### src/rtl/jarvis_pkg.sv
// Shared types and constants for the fetch front end.
// PC_GEN_RVC_EN selects 16-bit (compressed) instead of 32-bit target alignment.
package jarvis_pkg;

    localparam int XLEN = 32;

    typedef enum logic [1:0] {
        BOOT  = 2'd0,
        RUN   = 2'd1,
        HOLD  = 2'd2,
        FAULT = 2'd3
    } pc_state_t;

    localparam logic [XLEN-1:0] DEFAULT_RESET_VECTOR = 32'h0000_0000;
    localparam logic [XLEN-1:0] DEFAULT_TRAP_VECTOR  = 32'h0000_0100;

`ifdef PC_GEN_RVC_EN
    localparam logic [XLEN-1:0] ALIGN_MASK = 32'hFFFF_FFFE;
`else
    localparam logic [XLEN-1:0] ALIGN_MASK = 32'hFFFF_FFFC;
`endif

endpackage

### src/rtl/pc_align_chk.sv
// Combinational alignment check of a control-transfer target against ALIGN_MASK.
// Alignment granularity follows PC_GEN_RVC_EN through the package mask.
module pc_align_chk
    import jarvis_pkg::*;
(
    input  logic [XLEN-1:0] target,
    output logic            aligned
);

    assign aligned = ((target & ~ALIGN_MASK) == '0);

endmodule

### src/rtl/pc_gen.sv
// Program-counter generator feeding instr_fetch: sequential +4, redirects, stall, fault.
// Build option PC_GEN_RVC_EN relaxes target alignment to 2 bytes (via jarvis_pkg).
module pc_gen
    import jarvis_pkg::*;
#(
    parameter logic [XLEN-1:0] RESET_VECTOR        = DEFAULT_RESET_VECTOR,
    parameter logic [XLEN-1:0] TRAP_VECTOR_DEFAULT = DEFAULT_TRAP_VECTOR
) (
    input  logic            clk,
    input  logic            rst_n,
    input  logic            stall,
    input  logic            branch_taken,
    input  logic [XLEN-1:0] branch_target,
    input  logic            trap,
    input  logic [XLEN-1:0] trap_vector,
    input  logic            trap_vector_valid,
    output logic [XLEN-1:0] pc,
    output logic [XLEN-1:0] pc_plus4,
    output logic            pc_valid,
    output logic            misaligned,
    output logic [1:0]      state
);

    pc_state_t       state_q, state_d;
    logic [XLEN-1:0] pc_q, pc_d;
    logic            misaligned_q, misaligned_d;
    logic            target_aligned;
    logic [XLEN-1:0] trap_target;

    pc_align_chk u_align_chk (
        .target  (branch_target),
        .aligned (target_aligned)
    );

    assign trap_target = trap_vector_valid ? (trap_vector & ALIGN_MASK) : TRAP_VECTOR_DEFAULT;

    always_ff @(posedge clk or negedge rst_n) begin
        if (!rst_n) begin
            state_q      <= BOOT;
            pc_q         <= RESET_VECTOR;
            misaligned_q <= 1'b0;
        end else begin
            state_q      <= state_d;
            pc_q         <= pc_d;
            misaligned_q <= misaligned_d;
        end
    end

    always_comb begin
        state_d      = state_q;
        pc_d         = pc_q;
        misaligned_d = 1'b0;
        case (state_q)
            BOOT: begin
                state_d = RUN;
                if (trap) begin
                    pc_d = trap_target;
                end
            end
            FAULT: begin
                // Only a trap recovers from a bad redirect; branches and stalls are ignored.
                if (trap) begin
                    pc_d    = trap_target;
                    state_d = RUN;
                end
            end
            default: begin
                if (trap) begin
                    pc_d    = trap_target;
                    state_d = RUN;
                end else if (branch_taken) begin
                    if (target_aligned) begin
                        pc_d    = branch_target;
                        state_d = RUN;
                    end else begin
                        misaligned_d = 1'b1;
                        state_d      = FAULT;
                    end
                end else if (stall) begin
                    state_d = HOLD;
                end else begin
                    pc_d    = pc_q + 32'd4;
                    state_d = RUN;
                end
            end
        endcase
    end

    assign pc         = pc_q;
    assign pc_plus4   = pc_q + 32'd4;
    assign pc_valid   = (state_q == RUN) || (state_q == HOLD);
    assign misaligned = misaligned_q;
    assign state      = state_q;

endmodule

### config.mk
export PLATFORM = sky130hd
export DESIGN_NAME = pc_gen
export DESIGN_NICKNAME = d
export VERILOG_FILES = /design/src/rtl/jarvis_pkg.sv /design/src/rtl/pc_align_chk.sv /design/src/rtl/pc_gen.sv
export SDC_FILE = /design/constraint.sdc
export NUM_CORES = 1
export LEC_CHECK = 0
export BUFFER_PORTS_ARGS = -buffer_cell sky130_fd_sc_hd__buf_2
export CAP_MARGIN = 20
export CELL_PAD_IN_SITES_DETAIL_PLACEMENT = 1
export CELL_PAD_IN_SITES_GLOBAL_PLACEMENT = 1
export CORE_UTILIZATION = 30
export DETAILED_ROUTE_END_ITERATION = 10
export PLACE_DENSITY = 0.89
export SYNTH_ARGS = -nofsm -noshare
export SYNTH_HDL_FRONTEND = slang
export SYNTH_SLANG_ARGS = --single-unit
### constraint.sdc
create_clock -name clk -period 1.86 [get_ports clk]
set_input_delay 0.186 -clock clk [delete_from_list [all_inputs] [get_ports clk]]
set_output_delay 0.186 -clock clk [all_outputs]
set_load 0.02 [all_outputs]
==> reports/qor.yml <==
run_status:
  outcome: "finished, violations left"
  violations: "DRC, setup timing"
drt:
  first_iter_violations: 177
  drc: 20
  routed_via_density: 5.68
  drt_first_pass_iters: 8
  ant_nets: 0
  vias: 3535
  routed.top_layer: "met4"
  wl_per_cell_um: 21.7
  wl_met1_um: 5130
  wl_met2_um: 7170
  wl_met3_um: 710
  drt_wl_total_um: 13500
critical_path:
  critPathLaunchType: "flop"
  path_buf_inv: 2
  crit_top_cell: "buf_6"
  r2r_start: "pc[2]"
  critPathTopFamily: "simple AND/OR/NAND/NOR gates"
  cpPeakStageDelay_ns: 0.47
  crit_end: "pc_plus4[18]"
  cp_max_fo: 5
  cp-startpoint: "pc[6]"
  cpMaxStageDelayCell: "dfrtp_2"
  cp-end-kind: "primary output"
  required_ns: 1.67
  crit_cells: 6
  path_cells: "and4_4 -> nand4_4 -> buf_6 -> or2_1 -> and2_4 -> buf_6"
  rrSetupSlack_ns: -0.10
  arrival_ns: 1.94
  rr_worst_depth: 8
  critPathKind: "flop to primary output"
  r2r_end: "pc[28]"
sta:
  hold_viol: 0
  hold_slack_ns: 0.126
  min_period_ns: 2.12
  relSlewSlack_pct: 65.6
  fin_ws_ns: -0.261
  setup_viol: 28
  drv_slew: 0
  finalClockSkew_ns: 0.0143
  tightest_slew_ns: 0.517
  fmaxAchievable_ghz: 0.471
  min_period_over_period_pct: 114
  rsz0062_at_grt: "true"
finish:
  regArea_um2: 896
  stdcell_area_um2: 4690
  layout-drive-gt1-share_pct: 59.3
  fin_nets: 586
  fillers: 1015
  diodes: 0
  multi_input_area_um2: 2100
  layoutNonFillerInstCount: 622
  area_growth_pct: 70.6
placed_design:
  place_hpwl_um: 8830
  dpl.cell_count: 585
  gp_congestion: 0.860
  place_area_um2: 3920
  port_buffers: 135
pwr:
  p_sw_share_pct: 43.6
  power_mw: 3.67
  power_density_nw_per_um2: 783
  internal_power_mw: 2.07
  pwr-share-seq_pct: 29.8
  power_frac_comb_pct: 53.8
  p_switching_mw: 1.60
  pwr-share-clk_pct: 16.5
  power_leakage_nw: 2.33
  ir_drop_v: 0.000420
yosys:
  yosysSeqAreaShare_pct: 31.8
  netlist_area_um2: 2750
  synth_area_per_cell_um2: 8.71
  syn-num-nets: 388
  async_flop_share_pct: 100
  syn_inst: 316
  synth_seq_cells: 35
  synthFlopType: "dfrtp_1"
  synth_edf_count: 0
  ys_types: 66
  ys_warn_count: 0
grt:
  antenna_found_initial: 0
  grt_pass1_wl_um: 19300
  grt_pass1_vias: 3646
  grtUsageTotal_pct: 25.8
  grt_overflow_total: 0
  grt_max_degree: 36
min_path:
  hp-class: "primary input to flop"
die:
  die_area_um2: 9560
  num_rows: 34
  fp.dieW_um: 97.8
  initial_core_util_pct: 31.2
  die_y_um: 97.8
  io_pins: 138
  core_area_um2: 8810
clock_network:
  tritoncts: "yes"
  cts.sinks: 35
  clk_path_buf_depth: 2
  clock_latency_ns: 0.30
  clkTransAtPathRegs_ns: 0.08
  cts-root-buf: "clkbuf_8"
  htree_num_levels: 2
  cts_buffers: 5
job:
  max_cap_viol_count: 0
-- layout make-up --
type | instances | area share (%)
multi-input cells | 250 | 44.7
clock inverters | 1 | 0.107
inverters | 7 | 0.560
clock buffers | 6 | 1.76
repair buffers | 215 | 30.9
well taps | 108 | 2.88
flip-flops and latches | 35 | 19.1
-- sequential cells by signal, summed over array words and instances (netlist names) --
| name | flops |
|---|---|
| pc | 32 |
| state | 2 |
| misaligned | 1 |
-- what timing repair did --
| item | in CTS | in global routing |
|---|---|---|
| pin swaps | 17 | 26 |
| resized for setup | 55 | 57 |
| hold buffers | 1 | 0 |
| hold endpoints to repair | 35 | 0 |
| setup endpoints to repair | 47 | 44 |
| buffers inserted | 15 | 15 |
-- layout by cell type (no fill, tap or decap), types with 4 or more instances in the layout --
cell / n
o311ai_1: 4
nor2_1: 19
inv_1: 7
dfrtp_1: 19
buf_6: 19
xnor2_1: 4
dfrtp_2: 16
a31oi_1: 10
nand3_2: 5
buf_2: 110
nand3_1: 11
nand2_4: 4
nor2_4: 4
a221o_1: 5
nand3_4: 5
xnor2_2: 14
nand4_1: 7
a32oi_1: 8
buf_4: 82
o31ai_1: 4
a32o_1: 7
clkbuf_8: 6
nand2_1: 21
mux2i_1: 5
o21ai_0: 17
xor2_1: 4
a21oi_1: 16
-- worst min path at each step --
stage	depth (start not counted)	slack (ns)	end	startpoint
CTS	2	0.12	pc[26]	branch_target[26]
floorplan	0	-0.11	misaligned	rst_n
global placement	2	0.26	pc[0]	rst_n
global route	2	0.13	state[0]	stall
detailed placement	2	0.27	pc[1]	rst_n
finish	3	0.13	pc[24]	branch_target[24]
-- power by group through the flow --
stage               clock (mW)  sequential (mW)  combinational, mW
CTS                      0.605             1.06               1.76
global placement             0             1.05               1.54
floorplan                    0             1.21              0.739
global route             0.642             1.11               2.09
finish                   0.604             1.09               1.98
detailed placement           0             1.07               1.58
-- kinds of logic after synthesis --
family / share of synthesized area [%]
AO/OA/AOI/OAI: 26.1
AND/OR/NAND/NOR: 24.7
flip-flops: 31.8
XOR/XNOR: 8.28
adder cells (fa/ha/maj): 0.909
multiplexers: 1.82
buffers and inverters: 6.41
-- tightest hold or removal path: stages --
cell      delay [ns]
buf_2           0.08
a32oi_1         0.05
o311ai_1        0.07
-- synthesized netlist by cell type (3+ instances only) --
master / n / area (um2)
a21boi_0: 3 / 22.5
a21o_1: 3 / 22.5
a21oi_1: 17 / 85.1
a221o_1: 5 / 50.1
a31oi_1: 10 / 62.6
a32o_1: 7 / 70.1
a32oi_1: 9 / 78.8
and2_1: 4 / 25.0
and3_1: 5 / 31.3
and3_2: 3 / 22.5
buf_1: 3 / 11.3
buf_2: 8 / 40.0
buf_6: 3 / 33.8
clkbuf_1: 6 / 22.5
dfrtp_1: 35 / 876
inv_1: 7 / 26.3
mux2i_1: 5 / 50.1
nand2_1: 25 / 93.8
nand2_2: 3 / 18.8
nand3_1: 19 / 95.1
nand4_1: 7 / 43.8
nor2_1: 22 / 82.6
nor3_1: 4 / 20.0
o211ai_1: 3 / 22.5
o21ai_0: 19 / 95.1
o21bai_1: 3 / 22.5
o311ai_1: 3 / 26.3
o31ai_1: 4 / 30.0
xnor2_1: 19 / 166
xor2_1: 7 / 61.3
-- routing by layer --
metal / vias up / track usage [%]
met5: - / 0
met4: 0 / 9.67
met3: 34 / 4.01
met2: 157 / 47.1
met1: 1759 / 30.4
li1: 1585 / -
-- through the flow --
step	setup TNS (ns)	setup slack, ns	util, %
floorplan	-0.150	-0.0566	-
global placement	0	0.0314	44.6
detailed placement	-0.840	-0.116	44.6
CTS	-2.39	-0.210	49.3
global route	-5.57	-0.299	53.3
finish	-3.67	-0.261	53.3
No activity file was read; power rests on OpenSTA's default activity.
